`src/rtl/uart_pkg.sv`:
```
// uart_pkg: shared types and constants for the configurable UART receiver/transmitter.
package uart_pkg;
  localparam int DBIT_MIN = 5;
  typedef enum logic [2:0] {IDLE, START, DATA, PARITY, STOP} rx_state_t;
  typedef enum logic [1:0] {PAR_NONE, PAR_EVEN, PAR_ODD} par_mode_t;
  function automatic par_mode_t par_decode(input logic [1:0] c);
    return c == 2'b01 ? PAR_EVEN : c == 2'b10 ? PAR_ODD : PAR_NONE;
  endfunction
endpackage

```
`src/rtl/uart_baud_gen.sv`:
```
// uart_baud_gen: oversampling tick, one pulse every dvsr+1 clocks; divisor reloads at each wrap.
module uart_baud_gen #(
  parameter int DVSR_W = 11
) (
  input  logic              clk,
  input  logic              reset_n,
  input  logic [DVSR_W-1:0] dvsr,
  output logic              tick
);
  logic [DVSR_W-1:0] cnt_q, cnt_d, lim_q;
  assign tick  = cnt_q == lim_q;
  assign cnt_d = tick ? '0 : cnt_q + 1'b1;
  always_ff @(posedge clk or negedge reset_n)
    if (!reset_n) begin
      cnt_q <= '0;
      lim_q <= '0;
    end else begin
      cnt_q <= cnt_d;
      if (tick) lim_q <= dvsr;
    end
endmodule

```
`src/rtl/uart_rx_cfg.sv`:
```
// uart_rx_cfg: run-time configurable UART receiver with valid/ready delivery and status flags.
// Define UART_RX_PARITY_EN to include the parity state and check.
module uart_rx_cfg
  import uart_pkg::*;
#(
  parameter int DBIT_MAX = 8,
  parameter int OVS      = 16,
  parameter int DVSR_W   = 11
) (
  input  logic                clk,
  input  logic                reset_n,
  input  logic [DVSR_W-1:0]   dvsr,
  input  logic [3:0]          cfg_dbits,
  input  logic [1:0]          cfg_parity,
  input  logic                cfg_stop2,
  input  logic                rx,
  output logic [DBIT_MAX-1:0] rx_data,
  output logic                rx_valid,
  input  logic                rx_ready,
  output logic                parity_err,
  output logic                frame_err,
  output logic                break_det,
  output logic                overrun
);
  localparam int SW = $clog2(OVS);
  localparam logic [SW-1:0] S_MID = SW'(OVS / 2 - 1);
  localparam logic [SW-1:0] S_END = SW'(OVS - 1);
  localparam logic [3:0] DMIN = 4'(DBIT_MIN);
  localparam logic [3:0] DMAX = 4'(DBIT_MAX);

  logic tick, rx_s, mid, samp, deliver, load;
  logic [1:0] sync_q;
  rx_state_t state_q, state_d;
  logic [SW-1:0] s_q, s_d, s_nx;
  logic [3:0] n_q, n_d, dbits_q, dbits_d, dbits_c;
  logic [DBIT_MAX-1:0] sh_q, sh_d;
  par_mode_t par_q, par_d, par_c;
  logic stop2_q, stop2_d, perr_q, perr_d, ferr_q, ferr_d, zero_q, zero_d;

  uart_baud_gen #(.DVSR_W(DVSR_W)) u_baud (.clk(clk), .reset_n(reset_n), .dvsr(dvsr), .tick(tick));

  assign rx_s    = sync_q[1];
  assign mid     = tick && s_q == S_MID;
  assign samp    = tick && s_q == S_END;
  assign s_nx    = samp ? '0 : s_q + 1'b1;
  assign dbits_c = cfg_dbits < DMIN ? DMIN : cfg_dbits > DMAX ? DMAX : cfg_dbits;
`ifdef UART_RX_PARITY_EN
  assign par_c = par_decode(cfg_parity);
`else
  assign par_c = PAR_NONE;
`endif

  always_comb begin
    state_d = state_q;
    s_d     = s_q;
    n_d     = n_q;
    sh_d    = sh_q;
    dbits_d = dbits_q;
    par_d   = par_q;
    stop2_d = stop2_q;
    perr_d  = perr_q;
    ferr_d  = ferr_q;
    zero_d  = zero_q;
    deliver = 1'b0;
    case (state_q)
      IDLE: if (!rx_s) begin
        state_d = START;
        s_d     = '0;
      end
      START: if (mid) begin
        state_d = rx_s ? IDLE : DATA;
        s_d     = '0;
        n_d     = '0;
        sh_d    = '0;
        dbits_d = dbits_c;
        par_d   = par_c;
        stop2_d = cfg_stop2;
        perr_d  = 1'b0;
        ferr_d  = 1'b0;
        zero_d  = 1'b1;
      end else if (tick) s_d = s_q + 1'b1;
      DATA: begin
        if (tick) s_d = s_nx;
        if (samp) begin
          sh_d   = {rx_s, sh_q[DBIT_MAX-1:1]};
          n_d    = n_q + 1'b1;
          zero_d = zero_q & ~rx_s;
          if (n_q == dbits_q - 4'd1) begin
            n_d     = '0;
            state_d = par_q == PAR_NONE ? STOP : PARITY;
          end
        end
      end
`ifdef UART_RX_PARITY_EN
      PARITY: begin
        if (tick) s_d = s_nx;
        if (samp) begin
          perr_d  = (^sh_q ^ rx_s) != (par_q == PAR_ODD);
          zero_d  = zero_q & ~rx_s;
          state_d = STOP;
        end
      end
`endif
      STOP: begin
        if (tick) s_d = s_nx;
        if (samp) begin
          ferr_d = ferr_q | ~rx_s;
          if (n_q == '0) zero_d = zero_q & ~rx_s;
          if (stop2_q && n_q == '0) n_d = 4'd1;
          else begin
            deliver = 1'b1;
            state_d = IDLE;
          end
        end
      end
      default: state_d = IDLE;
    endcase
  end

  // A frame completing while the previous one is still held (and not being taken) is dropped.
  assign load = deliver && (!rx_valid || rx_ready);

  always_ff @(posedge clk or negedge reset_n)
    if (!reset_n) begin
      sync_q     <= 2'b11;
      state_q    <= IDLE;
      s_q        <= '0;
      n_q        <= '0;
      sh_q       <= '0;
      dbits_q    <= DMAX;
      par_q      <= PAR_NONE;
      stop2_q    <= 1'b0;
      perr_q     <= 1'b0;
      ferr_q     <= 1'b0;
      zero_q     <= 1'b0;
      rx_data    <= '0;
      rx_valid   <= 1'b0;
      parity_err <= 1'b0;
      frame_err  <= 1'b0;
      break_det  <= 1'b0;
      overrun    <= 1'b0;
    end else begin
      sync_q    <= {sync_q[0], rx};
      state_q   <= state_d;
      s_q       <= s_d;
      n_q       <= n_d;
      sh_q      <= sh_d;
      dbits_q   <= dbits_d;
      par_q     <= par_d;
      stop2_q   <= stop2_d;
      perr_q    <= perr_d;
      ferr_q    <= ferr_d;
      zero_q    <= zero_d;
      break_det <= deliver && zero_d;
      overrun   <= deliver && !load;
      if (load) begin
        rx_data    <= sh_q >> (DMAX - dbits_q);
        parity_err <= perr_q;
        frame_err  <= ferr_d;
        rx_valid   <= 1'b1;
      end else if (rx_valid && rx_ready) rx_valid <= 1'b0;
    end
endmodule

```
`config.mk`:
```
export PLATFORM = sky130hd
export DESIGN_NAME = uart_rx_cfg
export DESIGN_NICKNAME = d
export VERILOG_FILES = /design/src/rtl/uart_pkg.sv /design/src/rtl/uart_baud_gen.sv /design/src/rtl/uart_rx_cfg.sv
export SDC_FILE = /design/constraint.sdc
export NUM_CORES = 1
export LEC_CHECK = 0
export BUFFER_PORTS_ARGS = -buffer_cell sky130_fd_sc_hd__buf_4
export CORE_MARGIN = 10
export CORE_UTILIZATION = 40
export CTS_BUF_LIST = sky130_fd_sc_hd__clkbuf_8
export DETAILED_ROUTE_END_ITERATION = 6
export GPL_TIMING_DRIVEN = 0
export HOLD_SLACK_MARGIN = 0.05
export PLACE_DENSITY = 0.68
export SLEW_MARGIN = 30
export SYNTH_ARGS = -nofsm -noshare
export SYNTH_HDL_FRONTEND = slang
export SYNTH_SLANG_ARGS = --single-unit
```
`constraint.sdc`:
```
create_clock -name clk -period 3.65 [get_ports clk]
set_clock_uncertainty 0.1 [all_clocks]
set_input_delay 0 -clock clk [delete_from_list [all_inputs] [get_ports clk]]
set_output_delay 0 -clock clk [all_outputs]
set_load 0.1 [all_outputs]
```
# Word level (Yosys, flattened, before mapping)
# Index checks and enable logic that the tools add are counted.
word_totals:
  ff_bits: 62
  latch_bits: 0
  ramBits: 0
  rom_bits: 0
  output_inout_bits: 13
  n_memories: 0
classes:
  addsub: 5
  n_mul: 0
  div_mod_pow: 0
  n_lt_le_gt_ge: 2
  n_eq_ne: 16
  n_shift: 1
  mux: 39
  bitwise: 3
  reduce_logical: 22
ops:
  columns: ["cell", "n"]
  rows:
  - ["$mux 4", 12]
  - ["$pmux 4 s3", 2]
  - ["$mux 3", 6]
  - ["$mux 8", 2]
  - ["$pmux 8 s2", 1]
  - ["$ne 2x2->1 const B", 7]
  - ["$pmux 3 s4", 1]
  - ["$add 11x1->11 const B", 1]
  - ["$eq 11x11->1", 1]
  - ["$mux 1", 11]
  - ["$mux 11", 1]
  - ["$add 4x1->4 const B", 2]
  - ["$shr 8x4->8", 1]
  - ["$logic_and 1x1->1", 7]
  - ["$reduce_and 6->1", 1]
  - ["$reduce_bool 3->1", 2]
  - ["$reduce_and 5->1", 1]
  - ["$eq 4x3->1 const B", 1]
  - ["$eq 4x4->1", 1]
  - ["$eq 4x4->1 const B", 1]
  - ["$gt 4x4->1 const B", 1]
  - ["$logic_not 4->1", 1]
  - ["$lt 4x3->1 const B", 1]
  - ["$reduce_and 4->1", 1]
  - ["other kinds (20)", 22]

# Depth between registers and ports, before layout
# Gate-level depths: netlist of the first run.
logic_depth:
  ltp_word: 8
  depth_mapped: 11
  mapped_depth_nobuf: 8

# Hierarchy
# From an unflattened synthesis of the first run, not the netlist that was laid out.
hier_totals:
  hier_cells: 316
  hier_area_um2: 3218.1
by_module_without_submodules:
  columns: ["module", "n_inst", "cells_per_inst", "area_per_inst_um2", "seq_area_each_um2"]
  rows:
  - ["uart_rx_cfg", 1, 233, 2190.9, 1004.7]
  - ["uart_baud_gen", 1, 83, 1027.2, 550.5]

# Worst setup path after synthesis of the first run
# Ideal clock, no wire load.
synth_timing:
  path_kind: "reg2reg"
  from: "register dbits_q[0]"
  to: "register state_q[1]"
  setup_ns: 0.101
  t_arrival_ns: 2.704
  required_time_ns: 3.449
  setup_slack_ns: 0.745
  stages_incl_launch_ff: 12
  n_path_buf: 3
  period_less_slack_ns: 2.905
  path_cell_list: "dfrtp_1 > clkbuf_1 > clkbuf_1 > inv_1 > ha_1 > clkbuf_1 > xor2_1 > nand2_1 > o31ai_2 > o31ai_1 > nand2b_1 > o32ai_1"
synth_via:
  elab_chain_cells: 4
synth_rtl:
  columns: ["item", "line", "rtl"]
  rows:
  - ["from (decl)", "uart_rx_cfg.sv:35", "logic [3:0] n_q, n_d, dbits_q, dbits_d, dbits_c;"]
  - ["from (signal assigned)", "uart_rx_cfg.sv:148", "dbits_q <= dbits_d;"]
  - ["$sub 4x1->4", "uart_rx_cfg.sv:88", "if (n_q == dbits_q - 4'd1) begin"]
  - ["$eq 4x4->1", "uart_rx_cfg.sv:88", null]
  - ["$ne 2x2->1 (no source line)", null, null]
  - ["$reduce_and 6->1 (no source line)", null, null]
  - ["to (signal assigned)", "uart_rx_cfg.sv:144", "state_q <= state_d;"]
  - ["to (decl)", "uart_rx_cfg.sv:33", "rx_state_t state_q, state_d;"]
# No other way between the ends.
# A chain may end at the register's enable or synchronous reset.

# Worst setup path in the final report of the first run
# Same ends and word-level chain as after synthesis.

==> results.yml, run 1 <==
status:
  outcome: "completed"
cts:
  numCtsBuffers: 9
  cts.reportedPaths.clkPinSlew_ns: 0.08
  cts-root-to-sink-buffers: 2
  clock_latency_ns: 0.35
  tritoncts: "done"
  ctsRootBufferMaster: "clkbuf_8"
  cts.sinks: 62
  cts_htree_levels: 3
drt:
  drt-pass1-iter-count: 4
  wl_per_cell_um: 13.9
  vias_per_cell: 5.12
  ant_nets: 0
  routed_vias: 2523
  wirelength_um: 6880
  residual_drc_count: 0
  drt_iter0_drc: 166
timing:
  rsz0062_at_grt: "no"
  setup_viol_count_final: 0
  slew_headroom: 0.479
  tns_ns: 0
  maximum_achievable_frequency_ghz: 0.316
  setup_slack_ns: 0.485
  final_worst_path_cycle_share: 0.867
  number_of_max_slew_violations_in_the_final_report: 0
  final.hold.worst_slack_ns: 0.168
  worst-slew-pin-transition_ns: 0.782
  timing.final.crit_period_ns: 3.16
  timing_hold_violations_final: 0
synth:
  syn_area_um2: 3210
  synthesis.instances: 324
  synth_area_per_cell_um2: 9.90
  edff_count_synth: 0
  ys_types: 47
  synth_sequential_area_ratio: 0.485
  synth.ff_latch_count: 62
  dominantRegCellSynth: "dfrtp_1"
  synth_async_sr_flop_share: 1.00
  synth_fp_nets: 352
  ys.warnings.count: 0
floorplanning:
  floorplan.die.height_um: 110
  full_die_area_um2: 12000
  design.portCount: 35
  initial_core_util: 0.413
  fp.coreArea_um2: 7770
  chipWidth_um: 110
  placementRows: 32
setup_path:
  worstPathRequired_ns: 3.79
  worstPathArrival_ns: 3.31
  rr_worst_depth: 11
  critical_path_peak_fanout: 10
  criticalPathCategory: "reg -> reg"
  worst_r2r_endpoint: "state_q[1]$_DFFE_PN0P_"
  critPathLaunchType: "flop"
  reg2reg_slack_ns: 0.49
  crit_end_category: "flop"
  worstReg2RegStart: "dbits_q[0]$_DFFE_PN0P_"
finish:
  insertedDiodeCount: 0
  n_fill_cell: 741
  area.growth.synth_to_final_pct: 24.2
  fin_area_um2: 3980
  leading_cell_types_in_the_layout_fill_and_taps_excluded: "dfrtp_1 (59), nor2_1 (33), buf_4 (32), nand2_1 (25), nand3_1 (22)"
  post_layout_instance_count_excluding_filler_cells: 493
  postLayoutCoreUtil: 0.513
  final_layout_size_suffix_gt1_frac: 0.194
  final_net_count: 414
  leading_cell_type_in_the_layout_fill_and_taps_excluded: "dfrtp_1"
global_routing:
  grt_pass1_wl_um: 12600
  grt_max_degree: 63
  overall_routing_resource_usage: 0.130
  total_overflow_reported_by_the_global_router: 0
  grt_antenna_before_repair: 0
  number_of_global_route_vias_before_repair: 2630
flow_run:
  max_cap_viol_count: 0
pwr:
  power_density_nw_per_um2: 398
  p_leak_nw: 1.75
  ir_worst_vdd_mv: 0.287
  power_mw: 1.58
placement:
  dp.cells: 457
  detailedPlace.worstSlack_ns: 0.196
  buffer_ports.inserted: 31
  postPlaceCellArea_um2: 3570
  gp_congestion: 0.872
  dp.final_hpwl_um: 4750
min_path:
  classification_of_the_worst_slack_hold_path: "in -> async"
[metal layers]
layer | vias up | routed length (µm) | share of wire | global-route usage
met5 | - | 0 | 0 | 0
li1 | 1248 | - | - | -
met3 | 11 | 343 | 0.050 | 0.0439
met4 | 0 | 98 | 0.014 | 0.0548
met1 | 1224 | 3190 | 0.46 | 0.163
met2 | 40 | 3250 | 0.47 | 0.200
[cell usage after synthesis, types with 3 or more instances]
| master | count | share of area |
|---|---|---|
| buf_2 | 3 | 0.0047 |
| xor2_1 | 10 | 0.027 |
| clkbuf_1 | 11 | 0.013 |
| dfrtp_1 | 59 | 0.46 |
| ha_1 | 6 | 0.023 |
| a21oi_1 | 12 | 0.019 |
| xnor2_1 | 18 | 0.049 |
| nand2_1 | 25 | 0.029 |
| nor2b_1 | 3 | 0.0059 |
| a31oi_1 | 3 | 0.0059 |
| and3_1 | 3 | 0.0059 |
| o31ai_1 | 8 | 0.019 |
| and2_1 | 3 | 0.0059 |
| nor3_1 | 4 | 0.0062 |
| mux2i_1 | 5 | 0.016 |
| inv_1 | 21 | 0.025 |
| nand3_1 | 22 | 0.034 |
| mux2_2 | 13 | 0.046 |
| o21ai_0 | 19 | 0.030 |
| dfstp_2 | 3 | 0.025 |
| nor2_1 | 33 | 0.039 |
[how the worst max path moves through the flow]
stage	startpoint	end	slack, ns	depth (start not counted)
global placement	dbits_q[0]$_DFFE_PN0P_	state_q[1]$_DFFE_PN0P_	0.24	11
CTS	dbits_q[0]$_DFFE_PN0P_	state_q[1]$_DFFE_PN0P_	0.14	11
finish	dbits_q[0]$_DFFE_PN0P_	state_q[1]$_DFFE_PN0P_	0.49	11
detailed placement	dbits_q[0]$_DFFE_PN0P_	state_q[1]$_DFFE_PN0P_	0.20	11
global route	dbits_q[0]$_DFFE_PN0P_	state_q[0]$_DFFE_PN0P_	0.10	10
floorplan	dbits_q[0]$_DFFE_PN0P_	state_q[1]$_DFFE_PN0P_	0.75	11
[final cells by class]
cell class | count | area, µm² | share of cell area
inverter | 21 | 78.8 | 0.0198
timing repair buffer | 51 | 433 | 0.109
multi-input combinational | 226 | 1520 | 0.381
tap | 102 | 128 | 0.0320
clock inverter | 7 | 81.3 | 0.0204
clock buffer | 9 | 124 | 0.0311
buffer | 15 | 65.1 | 0.0163
sequential | 62 | 1560 | 0.390
[registers in the layout, indices dropped and copies added (netlist names)]
name,cells
frame_err,1
break_det,1
sync_q,2
ferr_q,1
dbits_q,4
rx_data,8
rx_valid,1
u_baud.cnt_q,11
n_q,4
zero_q,1
overrun,1
sh_q,8
s_q,4
u_baud.lim_q,11
stop2_q,1
state_q,3
[cells by family after synthesis]
logic type                 after synthesis  synth area share
adders and majority gates                6            0.0234
and+or+nand+nor                        111             0.170
other                                    1           0.00117
DFF                                     62             0.485
buffers and inverters                   36            0.0445
muxes                                   20            0.0753
xor gates and xnor gates                28            0.0764
AOI/OAI and AO/OA                       60             0.125
[power by group]
group	total [mW]	internal [mW]	switching (mW)
Sequential	0.792	0.732	0.0599
Combinational	0.158	0.0885	0.0694
Clock	0.635	0.324	0.310
[repair_timing]
action                     in CTS  in global routing
hold endpoints to repair       78                  0
hold buffers                   20                  0
resized for setup               0                  3
setup endpoints to repair       0                  3
buffers inserted                0                  0
[worst max-delay path: stages (launching register included)]
cell      delay, ns
dfrtp_1        0.32
clkbuf_1       0.33
clkbuf_2       0.30
inv_1          0.09
ha_1           0.27
clkbuf_1       0.32
xor2_1         0.18
nand2_1        0.10
o31ai_4        0.43
o31ai_1        0.16
nand2b_1       0.19
o32ai_1        0.25
Power figures use the tool's default switching activity.
==> run 2: changes to the inputs <==
--- a/config.mk
+++ b/config.mk
@@ -12,7 +12,7 @@
 export DETAILED_ROUTE_END_ITERATION = 6
 export GPL_TIMING_DRIVEN = 0
 export HOLD_SLACK_MARGIN = 0.05
-export PLACE_DENSITY = 0.68
+export PLACE_DENSITY = 0.58
 export SLEW_MARGIN = 30
 export SYNTH_ARGS = -nofsm -noshare
 export SYNTH_HDL_FRONTEND = slang
==> constraint.sdc (replaced) <==
create_clock -name clk -period 2.75 [get_ports clk]
set_clock_uncertainty 0.1 [all_clocks]
set_input_delay 0 -clock clk [delete_from_list [all_inputs] [get_ports clk]]
set_output_delay 0 -clock clk [all_outputs]
set_load 0.1 [all_outputs]
==> results.yml, run 2 (same netlist as run 1, synthesis figures left out) <==
pwr:
  ir_worst_vdd_mv: 0.405
  power_mw: 2.08
  power_density_nw_per_um2: 521
  p_leak_nw: 1.74
setup_path:
  critPathLaunchType: "flop"
  cp.buffers_inverters: 1
  criticalPathCategory: "reg -> reg"
  worstPathArrival_ns: 2.74
  worstPathRequired_ns: 2.91
  crit_path_top_delay_cell: "or4b_1"
  timing.critical_path.slowest_cell_delay_ns: 0.55
  cp_top_family: "simple AND/OR/NAND/NOR gates"
  critical_path_peak_fanout: 9
  path_cells: "xnor2_1 -> nand4_1 -> or4b_1 -> buf_2 -> o21bai_4 -> or4_4 -> o211ai_2"
  crit_end_category: "flop"
finish:
  final_net_count: 412
  area.growth.synth_to_final_pct: 24.6
  fin_area_um2: 4000
  n_fill_cell: 744
  final_layout_size_suffix_gt1_frac: 0.211
  leading_cell_type_in_the_layout_fill_and_taps_excluded: "dfrtp_1"
  reg.largest.list: "u_baud.cnt_q: 11 flops, u_baud.lim_q: 11 flops"
  leading_cell_types_in_the_layout_fill_and_taps_excluded: "dfrtp_1 (58), buf_4 (33), nor2_1 (31), nand2_1 (25), nand3_1 (22)"
  insertedDiodeCount: 0
cts:
  numCtsBuffers: 9
  cts.sinks: 62
  ctsRootBufferMaster: "clkbuf_8"
  tritoncts: "done"
  cts-root-to-sink-buffers: 2
  cts_htree_levels: 3
  cts.reportedPaths.clkPinSlew_ns: 0.08
  clock_latency_ns: 0.34
drt:
  residual_drc_count: 0
  wl_per_cell_um: 14.0
  drt-pass1-iter-count: 4
  routed_vias: 2493
  wirelength_um: 6890
  ant_nets: 0
  drt_iter0_drc: 126
  vias_per_cell: 5.08
timing:
  maximum_achievable_frequency_ghz: 0.388
  timing_hold_violations_final: 0
  slew_headroom: 0.476
  number_of_max_slew_violations_in_the_final_report: 0
  timing.final.crit_period_ns: 2.58
  worst-slew-pin-transition_ns: 0.786
  setup_viol_count_final: 0
  rsz0062_at_grt: "no"
  final_worst_path_cycle_share: 0.938
floorplanning:
  design.portCount: 35
  placementRows: 32
  chipWidth_um: 110
  floorplan.die.height_um: 110
  full_die_area_um2: 12000
  initial_core_util: 0.413
  fp.coreArea_um2: 7770
placement:
  postPlaceCellArea_um2: 3580
  dp.final_hpwl_um: 4890
  gp_congestion: 0.856
  buffer_ports.inserted: 31
global_routing:
  groute.layer.met2.usage: 0.208
  gr-usage-met3: 0.0445
  number_of_global_route_vias_before_repair: 2524
  grt_antenna_before_repair: 0
  total_overflow_reported_by_the_global_router: 0
  grt_max_degree: 63
  grt_use_met1: 0.152
  busiest_grt_layer: "met2"
  overall_routing_resource_usage: 0.127
  grt_pass1_wl_um: 12100
min_path:
  classification_of_the_worst_slack_hold_path: "in -> async"
status:
  outcome: "completed"
flow_run:
  max_cap_viol_count: 0
[run 2: cell count changes in the layout (fill, tap and decap cells not counted), moves of 2 or more]
| cell | before | now |
|---|---|---|
| clkbuf_1 | 10 | 7 |
| a2111oi_0 | 2 | 0 |
| a2111oi_1 | 0 | 2 |
| clkinvlp_4 | 1 | 3 |
| inv_6 | 3 | 1 |
| nor2_1 | 33 | 31 |
| nor2_2 | 0 | 2 |
[run 2: repair_timing]
item / in CTS / in global routing
endpoints found under the hold margin: 78 / 0
hold buffers: 20 / 0
buffers inserted: 0 / 1
resized for setup: 1 / 9
setup endpoints to repair: 7 / 27
pin swaps: 1 / 1
[run 2: where the power goes]
part	internal, mW	total (mW)	leakage [nW]	switching [mW]
clock network	0.447	0.821	0.0951	0.374
logic	0.117	0.212	0.847	0.0951
registers	0.972	1.05	0.797	0.0765
total	1.54	2.08	1.74	0.546
[run 2: path summary, 6_finish.rpt]
kind | from | end | slack [ns] | cells past startpoint
worst min-delay path | reset_n | n_q[3]$_DFFE_PN0P_ | 0.17 | 2
worst min register to register | sync_q[0]$_DFF_PN1_ | sync_q[1]$_DFF_PN1_ | 0.26 | 0
worst max-delay path | u_baud.cnt_q[0]$_DFF_PN0_ | n_q[3]$_DFFE_PN0P_ | 0.17 | 7
worst max register to register | u_baud.cnt_q[0]$_DFF_PN0_ | n_q[3]$_DFFE_PN0P_ | 0.17 | 7
max in group asynchronous | reset_n | dbits_q[0]$_DFFE_PN0P_ | 1.83 | 2
min in group clk | rx | sync_q[0]$_DFF_PN1_ | 0.20 | 2
[run 2: metal layers]
metal  part of all wire  up-vias
met4             0.0086        0
li1                   -     1242
met3              0.051        4
met2               0.50       46
met5                  0        -
met1               0.44     1201
[run 2: final cells by class]
class / count / area, µm² / share of cell area
Clock inverter: 6 / 70.1 / 0.0175
Tap cell: 102 / 128 / 0.0319
Inverter: 21 / 78.8 / 0.0197
Buffer: 12 / 53.8 / 0.0135
Clock buffer: 10 / 138 / 0.0344
Multi-Input combinational cell: 226 / 1530 / 0.384
Sequential cell: 62 / 1560 / 0.389
Timing Repair Buffer: 52 / 440 / 0.110
[run 2: stage by stage]
step / TNS [ns] / hold slack (ns) / std cells / worst slack [ns] / util
after CTS: 0 / 0.180 / 491 / 0.00546 / 0.512
after global placement: -1.39 / 0.00905 / 457 / -0.366 / 0.461
final: 0 / 0.167 / 491 / 0.170 / 0.515
after global routing: 0 / 0.195 / 491 / 0.00958 / 0.515
after detailed placement: -1.48 / 0.0108 / 457 / -0.401 / 0.461
after floorplan: 0 / -0.396 / 324 / 0.0370 / -
